$ cat config.mk
export PLATFORM = sky130hd
export DESIGN_NAME = seq_chunk_adder_flat
export DESIGN_NICKNAME = d
export VERILOG_FILES = /design/src/rtl/seq_chunk_adder_pkg.sv /design/src/rtl/seq_chunk_adder_if.sv /design/src/rtl/seq_chunk_adder_chunk.sv /design/src/rtl/seq_chunk_adder.sv /design/src/flat_wrapper.sv
export SDC_FILE = /design/constraint.sdc
export NUM_CORES = 1
export LEC_CHECK = 0
export ABC_AREA = 1
export CAP_MARGIN = 20
export CORE_AREA = 2 2 90 70
export DETAILED_ROUTE_END_ITERATION = 10
export DIE_AREA = 0 0 92 72
export GPL_TIMING_DRIVEN = 0
export PLACE_DENSITY = 0.74
export RECOVER_POWER = 100
export SYNTH_ARGS = -nofsm -noshare
export SYNTH_HDL_FRONTEND = slang
export SYNTH_SLANG_ARGS = --single-unit
$ cat constraint.sdc
create_clock -name clk -period 2.8 [get_ports clk]
set_clock_uncertainty 0.2 [all_clocks]
set_input_delay 0.56 -clock clk [delete_from_list [all_inputs] [get_ports clk]]
set_output_delay 0.56 -clock clk [all_outputs]
set_load 0.05 [all_outputs]
$ cat src/rtl/seq_chunk_adder_pkg.sv
// ---------------------------------------------------------------------------
// seq_adder_pkg
// Shared definitions for the sequential chunked adder:
//   - state_t   : controller states (IDLE / RUN / DONE)
//   - DEF_WIDTH : default operand width
//   - DEF_CHUNK : default bits added per cycle
//   - cfg_ok()  : elaboration-time legality check of a WIDTH/CHUNK pair
// ---------------------------------------------------------------------------
package seq_adder_pkg;

  localparam int DEF_WIDTH = 16;
  localparam int DEF_CHUNK = 4;

  typedef enum logic [1:0] {
    IDLE = 2'd0,
    RUN  = 2'd1,
    DONE = 2'd2
  } state_t;

  // WIDTH must split into a whole number of CHUNK-bit slices.
  function automatic bit cfg_ok(input int width, input int chunk);
    return (chunk >= 1) && (chunk <= width) && ((width % chunk) == 0);
  endfunction

endpackage

$ cat src/rtl/seq_chunk_adder_if.sv
// ---------------------------------------------------------------------------
// seq_chunk_adder_if
// Operand and result handshake bundle of the sequential chunked adder.
//   operand side : in_valid, in_ready, a, b, cin (+ sub with SEQ_ADDER_SUB_EN)
//   result side  : out_valid, out_ready, sum, cout, ovf
// Modports:
//   master : producer of operands / consumer of results
//   slave  : the adder
// Optional macro: SEQ_ADDER_SUB_EN adds the 'sub' select.
// ---------------------------------------------------------------------------
interface seq_chunk_adder_if #(
  parameter int WIDTH = seq_adder_pkg::DEF_WIDTH
);
  logic             in_valid;
  logic             in_ready;
  logic [WIDTH-1:0] a;
  logic [WIDTH-1:0] b;
  logic             cin;
`ifdef SEQ_ADDER_SUB_EN
  logic             sub;
`endif
  logic             out_valid;
  logic             out_ready;
  logic [WIDTH-1:0] sum;
  logic             cout;
  logic             ovf;

`ifdef SEQ_ADDER_SUB_EN
  modport master (
    output in_valid, a, b, cin, sub, out_ready,
    input  in_ready, out_valid, sum, cout, ovf
  );
  modport slave (
    input  in_valid, a, b, cin, sub, out_ready,
    output in_ready, out_valid, sum, cout, ovf
  );
`else
  modport master (
    output in_valid, a, b, cin, out_ready,
    input  in_ready, out_valid, sum, cout, ovf
  );
  modport slave (
    input  in_valid, a, b, cin, out_ready,
    output in_ready, out_valid, sum, cout, ovf
  );
`endif

endinterface

$ cat src/rtl/seq_chunk_adder_chunk.sv
// ---------------------------------------------------------------------------
// chunk_adder
// Combinational CHUNK-bit ripple-carry adder slice.
//   a, b  : CHUNK-bit operands
//   ci    : carry in
//   s     : CHUNK-bit sum
//   co    : carry out of the slice MSB
//   c_msb : carry into the slice MSB (signed-overflow term on the top slice)
// ---------------------------------------------------------------------------
module chunk_adder #(
  parameter int CHUNK = seq_adder_pkg::DEF_CHUNK
) (
  input  logic [CHUNK-1:0] a,
  input  logic [CHUNK-1:0] b,
  input  logic             ci,
  output logic [CHUNK-1:0] s,
  output logic             co,
  output logic             c_msb
);

  always_comb begin
    logic [CHUNK:0] c;
    c    = '0;
    s    = '0;
    c[0] = ci;
    for (int i = 0; i < CHUNK; i++) begin
      s[i]   = a[i] ^ b[i] ^ c[i];
      c[i+1] = (a[i] & b[i]) | (c[i] & (a[i] ^ b[i]));
    end
    co    = c[CHUNK];
    c_msb = c[CHUNK-1];
  end

endmodule

$ cat src/rtl/seq_chunk_adder.sv
// ---------------------------------------------------------------------------
// seq_chunk_adder
// Multi-cycle adder: a + b + cin computed CHUNK bits per clock, LS chunk
// first, through a carry register. One chunk_adder slice is reused every
// cycle, so the critical path is one CHUNK-bit ripple regardless of WIDTH.
//   clk : clock, rising edge
//   rst : asynchronous, active-high reset
//   io  : seq_chunk_adder_if.slave (operand and result handshakes)
// Latency: accept on edge E, out_valid high after edge E+WIDTH/CHUNK.
// Optional macro: SEQ_ADDER_SUB_EN enables a - b via io.sub.
// ---------------------------------------------------------------------------
module seq_chunk_adder
  import seq_adder_pkg::*;
#(
  parameter int WIDTH = DEF_WIDTH,
  parameter int CHUNK = DEF_CHUNK
) (
  input  logic              clk,
  input  logic              rst,
  seq_chunk_adder_if.slave  io
);

  localparam int NCHUNK = WIDTH / CHUNK;
  localparam int CW     = (NCHUNK > 1) ? $clog2(NCHUNK) : 1;

  if (!cfg_ok(WIDTH, CHUNK)) begin : g_cfg_err
    $error("seq_chunk_adder: WIDTH must be a multiple of CHUNK, 1 <= CHUNK <= WIDTH");
  end

  state_t state_q, state_d;

  logic [NCHUNK-1:0][CHUNK-1:0] a_q, b_q, sum_q;
  logic [CW-1:0]                cnt_q;
  logic                         carry_q;
  logic                         cout_q, ovf_q;

  logic                         accept, last;
  logic [WIDTH-1:0]             b_in;
  logic                         c_in;
  logic [CHUNK-1:0]             ch_s;
  logic                         ch_co, ch_cm;

  // Subtraction folds into the add path: invert b at capture, force carry 1.
`ifdef SEQ_ADDER_SUB_EN
  assign b_in = io.sub ? ~io.b : io.b;
  assign c_in = io.sub | io.cin;
`else
  assign b_in = io.b;
  assign c_in = io.cin;
`endif

  assign io.in_ready  = (state_q == IDLE) & ~rst;
  assign io.out_valid = (state_q == DONE);
  assign io.sum       = sum_q;
  assign io.cout      = cout_q;
  assign io.ovf       = ovf_q;

  assign accept = io.in_valid & io.in_ready;
  assign last   = (cnt_q == CW'(NCHUNK - 1));

  chunk_adder #(.CHUNK(CHUNK)) u_chunk (
    .a     (a_q[cnt_q]),
    .b     (b_q[cnt_q]),
    .ci    (carry_q),
    .s     (ch_s),
    .co    (ch_co),
    .c_msb (ch_cm)
  );

  always_ff @(posedge clk or posedge rst) begin
    if (rst) state_q <= IDLE;
    else     state_q <= state_d;
  end

  always_comb begin
    state_d = state_q;
    case (state_q)
      IDLE:    if (accept)       state_d = RUN;
      RUN:     if (last)         state_d = DONE;
      DONE:    if (io.out_ready) state_d = IDLE;
      default:                   state_d = IDLE;
    endcase
  end

  // sum/cout/ovf are only written in RUN, so they hold through DONE and IDLE.
  always_ff @(posedge clk or posedge rst) begin
    if (rst) begin
      a_q     <= '0;
      b_q     <= '0;
      sum_q   <= '0;
      cnt_q   <= '0;
      carry_q <= 1'b0;
      cout_q  <= 1'b0;
      ovf_q   <= 1'b0;
    end else begin
      case (state_q)
        IDLE: if (accept) begin
          a_q     <= io.a;
          b_q     <= b_in;
          carry_q <= c_in;
          cnt_q   <= '0;
        end
        RUN: begin
          sum_q[cnt_q] <= ch_s;
          carry_q      <= ch_co;
          cnt_q        <= cnt_q + CW'(1);
          if (last) begin
            cout_q <= ch_co;
            ovf_q  <= ch_co ^ ch_cm;
          end
        end
        default: ;
      endcase
    end
  end

endmodule
$ cat src/flat_wrapper.sv
// flat-port wrapper written by rule: the top's interface ports become plain ports
module seq_chunk_adder_flat import seq_adder_pkg::*;
#(
  parameter int WIDTH = DEF_WIDTH,
  parameter int CHUNK = DEF_CHUNK
)
  (clk, rst, io_in_valid, io_a, io_b, io_cin, io_out_ready, io_in_ready, io_out_valid, io_sum, io_cout, io_ovf);
  seq_chunk_adder_if #(.WIDTH(WIDTH)) io_i ();
  input  logic clk;
  input  logic rst;
  input wire logic [$bits(io_i.in_valid)-1:0] io_in_valid;
  input wire logic [$bits(io_i.a)-1:0] io_a;
  input wire logic [$bits(io_i.b)-1:0] io_b;
  input wire logic [$bits(io_i.cin)-1:0] io_cin;
  input wire logic [$bits(io_i.out_ready)-1:0] io_out_ready;
  output wire logic [$bits(io_i.in_ready)-1:0] io_in_ready;
  output wire logic [$bits(io_i.out_valid)-1:0] io_out_valid;
  output wire logic [$bits(io_i.sum)-1:0] io_sum;
  output wire logic [$bits(io_i.cout)-1:0] io_cout;
  output wire logic [$bits(io_i.ovf)-1:0] io_ovf;
  assign io_i.in_valid = io_in_valid;
  assign io_i.a = io_a;
  assign io_i.b = io_b;
  assign io_i.cin = io_cin;
  assign io_i.out_ready = io_out_ready;
  assign io_in_ready = io_i.in_ready;
  assign io_out_valid = io_i.out_valid;
  assign io_sum = io_i.sum;
  assign io_cout = io_i.cout;
  assign io_ovf = io_i.ovf;
  seq_chunk_adder #(.WIDTH(WIDTH), .CHUNK(CHUNK)) u_core (.clk(clk), .rst(rst), .io(io_i));
endmodule
==> impl_metrics.tcl <==
set metrics [dict create \
    final_layout_size_suffix_gt1_frac 0.1516 \
    path_clk_slew_ns 0.10 \
    final_cells 454 \
    netlist.area_leader.share 0.5451 \
    routed.top_layer "met4" \
    drc 0 \
    cpPeakStageDelay_ns 0.63 \
    core_um2 5705 \
    synth_area_um2 2525 \
    switching_share 0.4627 \
    switching_power_mw 2.160 \
    cts-buffers-inserted 5 \
    synth_xor_area_frac 0.003469 \
    clockBufferDepth 2 \
    place_inst 431 \
    crit_fanout 5 \
    finalSetupViolations 4 \
    pwr-share-clk 0.116 \
    dp_hpwl_mm 3.966 \
    grt_setup_unrepaired "yes" \
    leakage_nw 1.744 \
    cts_sinks 55 \
    powerDensity_nw_per_um2 1330 \
    synthSimpleGateAreaFrac 0.1804 \
    yosys.area_share.adder 0.05154 \
    die_area_um2 6624 \
    synthMuxAreaShare 0 \
    critPathMostFrequentCell "fa_2" \
    wl_met2_mm 2.675 \
    synthTopCellsByArea "dfrtp_1 (55%), nand2_1 (12%), o21ai_0 (9.5%)" \
    min_path_cells 2 \
    ys.flop_type "dfrtp_1" \
    cts_tree "yes" \
    wl_met3_um 294 \
    rows 24 \
    reg2reg_depth 12 \
    area_growth_pct 39.05 \
    synth_top_area_cell "dfrtp_1" \
    drt_iter0_drc 106 \
    ys_types 18 \
    yosysMostFrequentCell "nand2_1" \
    yosysWarnings 0 \
    crit_path_start_kind "register" \
    crit_chain "buf_6 > buf_6 > nor2_4 > o21ai_2 > fa_2 > inv_2 > fa_2 > inv_2 > fa_2 > inv_2 > fa_2 > o21ai_1" \
    max-cap-violations 0 \
    synth_top_cells_by_count "nand2_1 (84), dfrtp_1 (55), o21ai_0 (48)" \
    grt_overflow 0 \
    via_per_inst 4.769 \
    crit_family "adder cells" \
    hold_path_class "reg -> reg" \
    arrival_ns 2.86 \
    fmaxAchievable_ghz 0.3500 \
    io_buffers 56 \
    cp.depth 12 \
    diodes 0 \
    grt_pass1_vias 2149 \
    min_period_ns 2.857 \
    maxSlewViolCount 0 \
    hold_buffers 0 \
    wl_mm 5.637 \
    initial_utilization 0.4425 \
    gp_congestion 0.8199 \
    synth-edff-count 0 \
    p_int_mw 2.509 \
    fin_area_um2 3511 \
    cpMaxStageDelayCell "fa_2" \
    pin_count 57 \
    cts-root-buf "clkbuf_8" \
    placedInstanceArea_um2 3223 \
    firstDrtPassIters 4 \
    syn_nets 341 \
    post-route-period-util 1.020 \
    violations "setup timing" \
    clk_latency_ns 0.31 \
    die_y_um 72 \
    finalNetCount 420 \
    critPathKind "reg -> reg" \
    grt_pass1_wl_mm 9.894 \
    grt_max_degree 39 \
    post_drt_wl_per_cell_um 12.42 \
    fin_ws_ns -0.05715 \
    syn_inst 296 \
    hold_viol 0 \
    ys_seq_area_frac 0.5451 \
    end_kind "register" \
    num_vias 2165 \
    p_total_mw 4.670 \
    timing.critical_path.buf_inv 5 \
    p_comb_frac 0.582 \
    antenna_found_initial 0 \
    ir_worst_vdd_mv 0.6093 \
    met1_length_mm 2.586 \
    fp.dieW_um 92 \
    async_flop_share 1.000 \
    worstMarginPinSlew_ns 0.9138 \
    synth_seq_cells 55 \
    cts_max_level 2 \
    dp_slack_ns -0.2835 \
    synth_top_family_by_area "simple AND/OR/NAND/NOR gates" \
    maxSlewHeadroom 0.3908 \
    drtAntennaViolNets 0 \
    required_ns 2.80 \
    track_usage 0.1872 \
    syn_avg_cell_area_um2 8.530 \
    outcome "finished, violations left" \
    seqPwrFrac 0.302 \
    synth-compound-area-share 0.1278 \
]
-- per-stage QoR --
step	utilization	setup TNS [ns]	hold WS [ns]
2_1_floorplan	-	0	0.2479
3_3_place_gp	0.5614	-56.91	0.2640
3_5_place_dp	0.5649	-1.542	0.2721
4_1_cts	0.6079	-0.05358	0.2974
5_1_grt	0.6154	-0.6716	0.3203
6_report	0.6154	-0.1719	0.2933
-- power by group through the flow --
stage / clock, mW / sequential, mW / combinational [mW]
2_1_floorplan: 0 / 1.76 / 1.23
4_1_cts: 0.548 / 1.39 / 2.58
3_5_place_dp: 0 / 1.42 / 2.33
6_report: 0.543 / 1.41 / 2.72
5_1_grt: 0.576 / 1.46 / 3.03
3_3_place_gp: 0 / 1.41 / 2.27
-- sequential cells by signal, summed over array words and instances, names as in the netlist --
register and cells:
u_core.b_q 16, u_core.io.sum 16, u_core.state_q 2, u_core.io.ovf 1, u_core.carry_q 1, u_core.io.cout 1
u_core.cnt_q 2, u_core.a_q 16
-- layer usage --
layer | global-route usage | vias to the layer above
li1 | - | 1083
met1 | 0.2522 | 1009
met2 | 0.3235 | 63
met3 | 0.03427 | 10
met4 | 0.03814 | 0
met5 | 0 | -
-- layout make-up --
class	count	area (um2)
Sequential cell	55	1378
Clock inverter	3	47.55
Clock buffer	5	68.82
Timing Repair Buffer	73	691.9
Fill cell	507	2195
Inverter	43	168.9
Buffer	11	78.83
Tap cell	78	97.59
Multi-Input combinational cell	186	979.7
-- worst reg2reg max path, cell delays in order (launching register included) --
cell	delay, ns
dfrtp_1	0.40
buf_6	0.18
buf_6	0.12
nor2_4	0.03
o21ai_2	0.18
fa_2	0.23
inv_2	0.04
fa_2	0.32
inv_2	0.06
fa_2	0.22
inv_2	0.05
fa_2	0.63
o21ai_1	0.09
-- placed cells by master, fill, tap and decap left out --
| cell type | Yosys | layout |
|---|---|---|
| bufinv_16 | 0 | 1 |
| nand2_2 | 1 | 1 |
| o21ai_0 | 48 | 39 |
| o21ai_2 | 0 | 8 |
| nor2_4 | 1 | 4 |
| dlygate4sd3_1 | 0 | 1 |
| buf_6 | 2 | 5 |
| o21ai_1 | 15 | 16 |
| dfrtp_2 | 0 | 1 |
| inv_6 | 0 | 1 |
| clkbuf_1 | 2 | 3 |
| xor2_1 | 1 | 1 |
| nor2_1 | 14 | 11 |
| clkinv_4 | 0 | 1 |
| nand2_1 | 84 | 84 |
| clkdlybuf4s50_1 | 0 | 54 |
| nor3_1 | 1 | 1 |
| nand3_1 | 11 | 11 |
| inv_8 | 0 | 1 |
| buf_2 | 8 | 3 |
| nand3_2 | 1 | 1 |
| clkbuf_2 | 0 | 1 |
| inv_2 | 0 | 4 |
| clkbuf_8 | 0 | 5 |
| ha_1 | 4 | 4 |
| o31ai_1 | 1 | 1 |
| dlymetal6s2s_1 | 0 | 1 |
| buf_4 | 0 | 16 |
| fa_2 | 0 | 4 |
| dfrtp_1 | 55 | 54 |
| inv_1 | 43 | 38 |
-- kinds of logic (layout without fill, tap and decap cells) --
kind of cell	after synthesis	in the layout
buffers and inverters	55	135
XOR/XNOR	1	1
flip-flops	55	55
AO/OA/AOI/OAI	64	64
adder cells (fa/ha/maj)	8	8
AND/OR/NAND/NOR	113	113
-- what timing repair did --
action / in CTS / in global routing
pin swaps: 8 / 7
endpoints found under the hold margin: 0 / 0
buffers inserted: 14 / 2
resized for setup: 12 / 17
cloned: 1 / 0
endpoints found under the setup margin: 7 / 7
-- path summary, 6_finish.rpt --
| path | slack, ns | endpoint | start |
|---|---|---|---|
| worst min register to register | 0.29 | u_core.io.sum[0] | u_core.io.sum[0] |
| max in group asynchronous | 0.39 | u_core.cnt_q[1] | rst |
| worst min-delay path | 0.29 | u_core.io.sum[0] | u_core.io.sum[0] |
| min in group asynchronous | 0.62 | u_core.state_q[1] | rst |
| worst max register to register | -0.06 | u_core.io.sum[7] | u_core.cnt_q[0] |
| worst max-delay path | -0.06 | u_core.io.sum[7] | u_core.cnt_q[0] |
Note: power is estimated with default switching activity, not from simulation.
